[src/rtl/vreg_pkg.sv]
// vreg_pkg: shared sizes, scheduler state encoding and op codes for the vector register file scheduler
package vreg_pkg;
  localparam int NUM_VREG = 8;
  localparam int NUM_ELEM = 16;
  localparam int ADDR_W   = 3;
  localparam int EIDX_W   = 4;
  typedef enum logic [1:0] {
    IDLE = 2'd0,
    PAR  = 2'd1,
    SER  = 2'd2
  } state_t;
  localparam logic OP_RD = 1'b0;
  localparam logic OP_WR = 1'b1;
endpackage

[src/rtl/vreg_rr_arb.sv]
// vreg_rr_arb: two-requester round-robin arbiter owning the last-served flag
module vreg_rr_arb (
  input  logic i_clk,
  input  logic i_rst_n,
  input  logic i_en,
  input  logic i_req_p,
  input  logic i_req_s,
  output logic o_win_p,
  output logic o_win_s
);
  logic r_last_s;
  assign o_win_p = i_en & i_req_p & (~i_req_s | r_last_s);
  assign o_win_s = i_en & i_req_s & (~i_req_p | ~r_last_s);
  // remember who was served last; starts as serial so parallel wins the first tie
  always_ff @(posedge i_clk or negedge i_rst_n)
    if (!i_rst_n) r_last_s <= 1'b1;
    else if (o_win_p | o_win_s) r_last_s <= o_win_s;
endmodule

[src/rtl/vreg_port_sched.sv]
// vreg_port_sched: register-file access scheduler for ALU parallel and LSU serial requests (VREG_SCHED_B2B_EN enables back-to-back handover)
module vreg_port_sched
  import vreg_pkg::*;
(
  input  logic              i_clk,
  input  logic              i_rst_n,
  input  logic              i_req_p,
  input  logic              i_op_p,
  input  logic [ADDR_W-1:0] i_addr_p,
  input  logic [ADDR_W-1:0] i_addr2_p,
  output logic              o_gnt_p,
  input  logic              i_req_s,
  input  logic              i_op_s,
  input  logic [ADDR_W-1:0] i_addr_s,
  input  logic [ADDR_W-1:0] i_addr2_s,
  output logic              o_gnt_s,
  output logic              o_valid_s,
  output logic [EIDX_W-1:0] o_elem_s,
  output logic              o_done_s,
  output logic              o_busy,
  output logic [ADDR_W-1:0] o_vaddr,
  output logic [ADDR_W-1:0] o_vaddr2,
  output logic              o_vrd_p,
  output logic              o_vwr_p,
  output logic              o_vrd_s,
  output logic              o_vwr_s
);
  state_t            r_state;
  logic [EIDX_W-1:0] r_cnt;
  logic              r_op;
  logic [ADDR_W-1:0] r_vaddr;
  logic [ADDR_W-1:0] r_vaddr2;
  logic              w_last;
  logic              w_arb_en;
  logic              w_win_p;
  logic              w_win_s;
  logic              w_par;
  logic              w_ser;
  assign w_par  = (r_state == PAR);
  assign w_ser  = (r_state == SER);
  assign w_last = w_ser && (r_cnt == EIDX_W'(NUM_ELEM - 1));
`ifdef VREG_SCHED_B2B_EN
  assign w_arb_en = (r_state == IDLE) || w_par || w_last;
`else
  assign w_arb_en = (r_state == IDLE);
`endif
  vreg_rr_arb u_arb (
    .i_clk   (i_clk),
    .i_rst_n (i_rst_n),
    .i_en    (w_arb_en),
    .i_req_p (i_req_p),
    .i_req_s (i_req_s),
    .o_win_p (w_win_p),
    .o_win_s (w_win_s)
  );
  // state, element counter and captured op/addresses; counter wraps to 0 after the last element
  always_ff @(posedge i_clk or negedge i_rst_n)
    if (!i_rst_n) begin
      r_state  <= IDLE;
      r_cnt    <= '0;
      r_op     <= OP_RD;
      r_vaddr  <= '0;
      r_vaddr2 <= '0;
    end else begin
      r_cnt   <= w_ser ? r_cnt + 1'b1 : '0;
      r_state <= w_win_p ? PAR : w_win_s ? SER : (w_par || w_last) ? IDLE : r_state;
      if (w_win_p) {r_op, r_vaddr, r_vaddr2} <= {i_op_p, i_addr_p, i_addr2_p};
      else if (w_win_s) {r_op, r_vaddr, r_vaddr2} <= {i_op_s, i_addr_s, i_addr2_s};
    end
  assign o_gnt_p   = w_par;
  assign o_vrd_p   = w_par & (r_op == OP_RD);
  assign o_vwr_p   = w_par & (r_op == OP_WR);
  assign o_valid_s = w_ser;
  assign o_vrd_s   = w_ser & (r_op == OP_RD);
  assign o_vwr_s   = w_ser & (r_op == OP_WR);
  assign o_gnt_s   = w_ser && (r_cnt == '0);
  assign o_done_s  = w_last;
  assign o_elem_s  = r_cnt;
  assign o_busy    = (r_state != IDLE);
  assign o_vaddr   = r_vaddr;
  assign o_vaddr2  = r_vaddr2;
endmodule
[config.mk]
export PLATFORM = sky130hd
export DESIGN_NAME = vreg_port_sched
export DESIGN_NICKNAME = d
export VERILOG_FILES = /design/src/rtl/vreg_pkg.sv /design/src/rtl/vreg_rr_arb.sv /design/src/rtl/vreg_port_sched.sv
export SDC_FILE = /design/constraint.sdc
export NUM_CORES = 1
export LEC_CHECK = 0
export ABC_AREA = 1
export CORE_ASPECT_RATIO = 0.6
export CORE_MARGIN = 5
export CORE_UTILIZATION = 30
export DETAILED_ROUTE_END_ITERATION = 8
export GPL_TIMING_DRIVEN = 1
export SYNTH_ARGS = -nofsm -noshare
export SYNTH_HDL_FRONTEND = slang
export SYNTH_SLANG_ARGS = --single-unit
[constraint.sdc]
create_clock -name i_clk -period 1.2 [get_ports i_clk]
set_input_delay 0.36 -clock i_clk [delete_from_list [all_inputs] [get_ports i_clk]]
set_output_delay 0.36 -clock i_clk [all_outputs]
set_load 0.05 [all_outputs]
==> results of run 1 <==
[metrics by stage]
stage / instance area (um^2) / cells / setup TNS [ns] / total power, W
6_report: 1950 / 212 / -4.82 / 0.00104
5_1_grt: 1950 / 212 / -6.28 / 0.00108
4_1_cts: 1780 / 203 / -4.64 / 0.00105
3_5_place_dp: 1630 / 194 / -4.24 / 0.000580
3_3_place_gp: 1630 / 194 / -3.64 / 0.000577
2_1_floorplan: 893 / 107 / -2.69 / 0.000500
[layout make-up]
class | instances | area, um^2
Inverter | 27 | 111
Multi-Input combinational cell | 67 | 542
Timing Repair Buffer | 68 | 845
Sequential cell | 14 | 362
Fill cell | 160 | 568
Tap cell | 32 | 40.0
Clock buffer | 4 | 55.1
[placed cells by master, fill, tap and decap left out]
cell type	netlist	layout
a21oi_1	2	2
buf_12	0	19
buf_4	0	18
buf_6	0	14
clkbuf_8	0	4
clkdlybuf4s50_1	0	15
dfrtp_1	13	5
dfrtp_2	0	8
dfstp_2	1	1
dlygate4sd2_1	0	1
dlymetal6s2s_1	0	1
ha_4	0	2
inv_1	26	20
inv_2	0	5
inv_4	1	1
inv_8	0	1
nand2_1	27	16
nand2_2	0	7
nand2_4	1	5
nand2_8	0	1
nand3_1	10	7
nand3_2	1	1
nand3_4	1	5
nand4_1	7	7
nor2_1	9	2
nor2_4	1	8
o21ai_1	3	2
o21ai_2	0	2
[flip-flops by register name, indices dropped and copies added (netlist names)]
name / cells
o_elem_s: 4
o_vaddr2: 3
o_vaddr: 3
r_state: 2
r_op: 1
u_arb.r_last_s: 1
[final timing paths]
kind | startpoint | endpoint | slack [ns] | cells after the start
worst max-delay path | r_state[0] | o_vwr_p | -0.41 | 6
worst min-delay path | i_rst_n | o_vaddr[0] | 0.44 | 2
worst max register to register | r_state[1] | o_vaddr2[0] | -0.16 | 8
worst min register to register | u_arb.r_last_s | u_arb.r_last_s | 0.56 | 2
max in group asynchronous | i_rst_n | u_arb.r_last_s | 0.56 | 2
min in group i_clk | u_arb.r_last_s | u_arb.r_last_s | 0.56 | 2
[logic make-up (layout without fill, tap and decap cells)]
| logic type | after synthesis | in the layout | synth area share, % |
|---|---|---|---|
| buffers and inverters | 28 | 99 | 13.7 |
| AO/OA/AOI/OAI | 6 | 6 | 3.78 |
| AND/OR/NAND/NOR | 57 | 59 | 35.1 |
| flip-flops | 14 | 14 | 44.3 |
| adder cells (fa/ha/maj) | 2 | 2 | 3.15 |
[power by group]
| part | switching [W] | internal (W) |
|---|---|---|
| clock network | 0.000176 | 0.000291 |
| logic | 0.0000400 | 0.0000621 |
| registers | 0 | 0.000472 |
| total | 0.000216 | 0.000825 |
[timing repair]
| item | in CTS | in global routing |
|---|---|---|
| gates resized for setup | 12 | 35 |
| pin swaps | 7 | 7 |
| hold buffers | 0 | 0 |
| gates cloned | 2 | 0 |
| endpoints found under the setup margin | 23 | 30 |
| setup buffers | 3 | 9 |
[routing by layer]
metal  vias to the layer above  GRT usage [%]
li1                        482              -
met1                       471           19.0
met2                        44           25.6
met3                         9           6.00
met4                         0           1.74
met5                         -              0
==> out/results.ini, run 1 <==
[clock_network]
clockBufferDepth = 2
tritoncts = built
clkTransAtPathRegs_ns = 0.06
cts_max_level = 1
numCtsBuffers = 3
cts.sinks = 14
root_buffer = clkbuf_8
clock_latency_ns = 0.25

[logic_synthesis]
syn_inst = 107
synth_flop_cell = dfrtp_1
syn_nets = 127
synth_commonest_cells = nand2_1 (27), inv_1 (26), dfrtp_1 (13), nand3_1 (10), nor2_1 (9)
synthesis.area_um2 = 795
yosysTopAreaCell = dfrtp_1
yosysSeqAreaShare_pct = 44.3
syn_area_per_cell_um2 = 7.43
ys_seq_elements = 14
synth-edff-count = 0
yosysMostFrequentCell = nand2_1
synth.area.top_cells = dfrtp_1 (41%), nand2_1 (13%), inv_1 (12%), nand3_1 (6.3%), nand4_1 (5.5%)
synth_cell_types = 17
ys_async_sr_fraction_pct = 100
yosysTopAreaCellShare_pct = 40.9
yosysWarnings = 0

[final_layout]
antenna_cells = 0
layout.nets = 201
final_util_pct = 77.5
area_growth_pct = 146
layout-drive-gt1-share_pct = 56.7

[run_status]
violations = negative setup slack
status = finished with violations

[power_and_ir_drop]
powerDensity_nw_per_um2 = 533
irDropWorstVdd_mv = 0.549
p_leak_nw = 0.907

[floorplanning]
start_util_pct = 31.5
core-area_um2 = 2520
dieArea_um2 = 3810
ios = 37
fp.dieH_um = 49.9
die_w_um = 76.4
core.rowCount = 14

[sta]
fin_crit_ns = 1.61
holdWs_ns = 0.437
hold_viol_final = 0
slew_violations = 0
fin_skew_ns = 0.000802
setup_ws_ns = -0.412
slew_headroom_pct = 79.2
worst_pin_slew_ns = 0.312
finalSetupViolations = 22
fmax_mhz = 620
period_share_pct = 134
rsz0062_at_grt = yes

[routing]
highest_layer = met4
drt_first_pass_iters = 4
met1_length_mm = 1.23
wl_met3_um = 237
vias_per_cell = 4.75
drt-initial-drc-count = 60
vias = 1006
ant_nets = 0
routedWlPerCell_um = 14.1
routed_wirelength_mm = 2.98
wl_met2_mm = 1.47
drc_errors = 0

[worst_setup_path]
cp_slowest_cell = dfrtp_1
path_buf_inv = 4
cp.required_ns = 0.84
crit_path_max_incr_delay_ns = 0.38
cp_top_family = buffers and inverters
cp-start-kind = register
path_cells = inv_2, buf_6, nor2_4, inv_2, nor2_4, buf_12
end_kind = primary output
path_class = reg2out
cp_max_fo = 2
arrival_ns = 1.25

[grt]
grt_max_degree = 15
grtUsageTotal_pct = 15.2
grt_pass1_wl_mm = 4.55
grt_pass1_vias = 949
grt.overflow.total = 0
grt_antenna_before_repair = 0

[placement]
finalWeightedCongestion = 0.803
dp_slack_ns = -0.378
hpwl_mm = 2.09
numPortBuffers = 36

[flow_run]
max_cap_violations = 0

[min_path]
hp-class = in2async

Note: power is estimated with default switching activity, not from simulation.
==> run 2, diff against run 1 <==
--- a/config.mk
+++ b/config.mk
@@ -8,9 +8,10 @@
 export ABC_AREA = 1
 export CORE_ASPECT_RATIO = 0.6
 export CORE_MARGIN = 5
-export CORE_UTILIZATION = 30
+export CORE_UTILIZATION = 36
 export DETAILED_ROUTE_END_ITERATION = 8
 export GPL_TIMING_DRIVEN = 1
+export PLACE_DENSITY = 0.74
 export SYNTH_ARGS = -nofsm -noshare
 export SYNTH_HDL_FRONTEND = slang
 export SYNTH_SLANG_ARGS = --single-unit
==> run 2 against run 1 <==
Against the previous run: the flow still finishes with violations (negative setup slack); die area down 14%; count of clock-buffer cells in the layout unchanged; sequential power hardly changed; combinational power rose by 25%; critical path depth decreased by 1; sequential share of layout area decreased by 0.72 points; cell count did not move; via count grew 15%; hold slack gained 0.028 ns; clock skew rose by 0.0075 ns; first-iteration DRC count is 37% higher; global-route usage is 12 points higher; critical path type unchanged; critical endpoint unchanged; highest routed layer unchanged.
==> out/results.ini, run 2 (synthesized netlist as in run 1, its figures left out) <==
[routing]
ant_nets = 0
drt-initial-drc-count = 82
drt_first_pass_iters = 4
routed_wirelength_mm = 4.94
drc_errors = 0
vias = 1161
routedWlPerCell_um = 23.3
vias_per_cell = 5.48

[sta]
tns_ns = -6.95
worst_pin_slew_ns = 0.263
fin_skew_ns = 0.00832
rsz0062_at_grt = yes
finalSetupViolations = 28
slew_headroom_pct = 82.3
fmax_mhz = 610
slew_violations = 0
setup_ws_ns = -0.440
period_share_pct = 137
fin_crit_ns = 1.64
hold_viol_final = 0

[final_layout]
final_common_cell = buf_4
final_util_pct = 95.1
area_growth_pct = 155
finalInstanceArea_um2 = 2030
largest_reg_flops = 4
final_cell_mix = buf_4 (21), inv_1 (20), buf_12 (19), clkdlybuf4s50_1 (17), buf_6 (13)
layout-drive-gt1-share_pct = 64.3
layout.nets = 203
antenna_cells = 0

[worst_setup_path]
r2r_setup_slack_ns = -0.33
cp.required_ns = 0.84
regToRegEndpoint = o_vaddr2[0]
reg2reg_from = r_state[1]
cp_max_fo = 3
path_class = reg2out
cp-start-kind = register
r2r_cells = 9
arrival_ns = 1.28
end_kind = primary output

[run_status]
violations = negative setup slack
status = finished with violations

[placement]
finalWeightedCongestion = 0.795
hpwl_mm = 2.22
dp_slack_ns = -0.316
postPlaceCellArea_um2 = 1640
numPortBuffers = 36

[grt]
grt_pass1_vias = 1222
grt_pass1_wl_mm = 6.42
grt_antenna_before_repair = 0
grt.overflow.total = 0
grtUsageTotal_pct = 27.4
grt_max_degree = 10

[floorplanning]
ios = 37
fp.dieH_um = 46.4
core.rowCount = 13
dieArea_um2 = 3280
core-area_um2 = 2130
start_util_pct = 37.3
die_w_um = 70.7

[power_and_ir_drop]
powerDensity_nw_per_um2 = 539
p_leak_nw = 0.918
irDropWorstVdd_mv = 0.893

[min_path]
hp-class = in2async

[clock_network]
numCtsBuffers = 3
clockBufferDepth = 2
cts.sinks = 14
cts_max_level = 1
clock_latency_ns = 0.26
root_buffer = clkbuf_8
ctsHoldBuffers = 0
tritoncts = built
clkTransAtPathRegs_ns = 0.07

[flow_run]
max_cap_violations = 0

==> run 2: worst max path at each step <==
stage / startpoint / to / slack, ns / cells past startpoint
detailed placement: i_req_s / o_vaddr2[1] / -0.32 / 7
global placement: i_req_p / o_vaddr2[0] / -0.28 / 7
floorplan: r_state[0] / o_vrd_p / -0.35 / 4
global route: r_state[0] / o_vwr_p / -0.47 / 6
CTS: r_state[0] / o_vwr_s / -0.41 / 4
finish: r_state[1] / o_vwr_p / -0.44 / 5
==> run 2: worst max-delay path: stages, from the launching register on <==
cell and delay [ns]:
dfrtp_2 0.43, buf_6 0.14, nor2_4 0.12, inv_2 0.07, nor2_4 0.12, buf_12 0.15
==> run 2: where the power goes <==
group / leakage, nW / switching (W) / internal (W)
Combinational: 0.718 / 0.0000583 / 0.0000685
Clock: 0.0288 / 0.000202 / 0.000292
Sequential: 0.171 / 0 / 0.000472
Total: 0.918 / 0.000260 / 0.000832
==> run 2: stage by stage <==
step | instances | power, W | hold WS (ns)
after floorplan | 107 | 0.000500 | 0.0644
after global placement | 194 | 0.000573 | 0.536
after detailed placement | 194 | 0.000575 | 0.534
after CTS | 202 | 0.00105 | 0.467
after global routing | 212 | 0.00111 | 0.497
final | 212 | 0.00109 | 0.465
==> run 2: layer usage <==
layer	share of wire (%)	GRT usage, %
met2	48	52.6
met3	8.2	9.59
met5	0	0
met1	38	28.4
met4	6.5	10.5
==> run 2: final cells by class <==
cell class              count  area (um^2)
well taps                  30         37.5
flip-flops and latches     14          360
multi-input cells          66          598
repair buffers             71          870
fillers                    50          104
clock buffers               4         55.1
inverters                  27          106
==> run 2: repair_timing <==
item | 4_1_cts | 5_1_grt
resized for setup | 42 | 23
hold endpoints to repair | 0 | 0
setup buffers | 4 | 13
endpoints found under the setup margin | 22 | 31
pin swaps | 13 | 11
gates cloned | 1 | 0
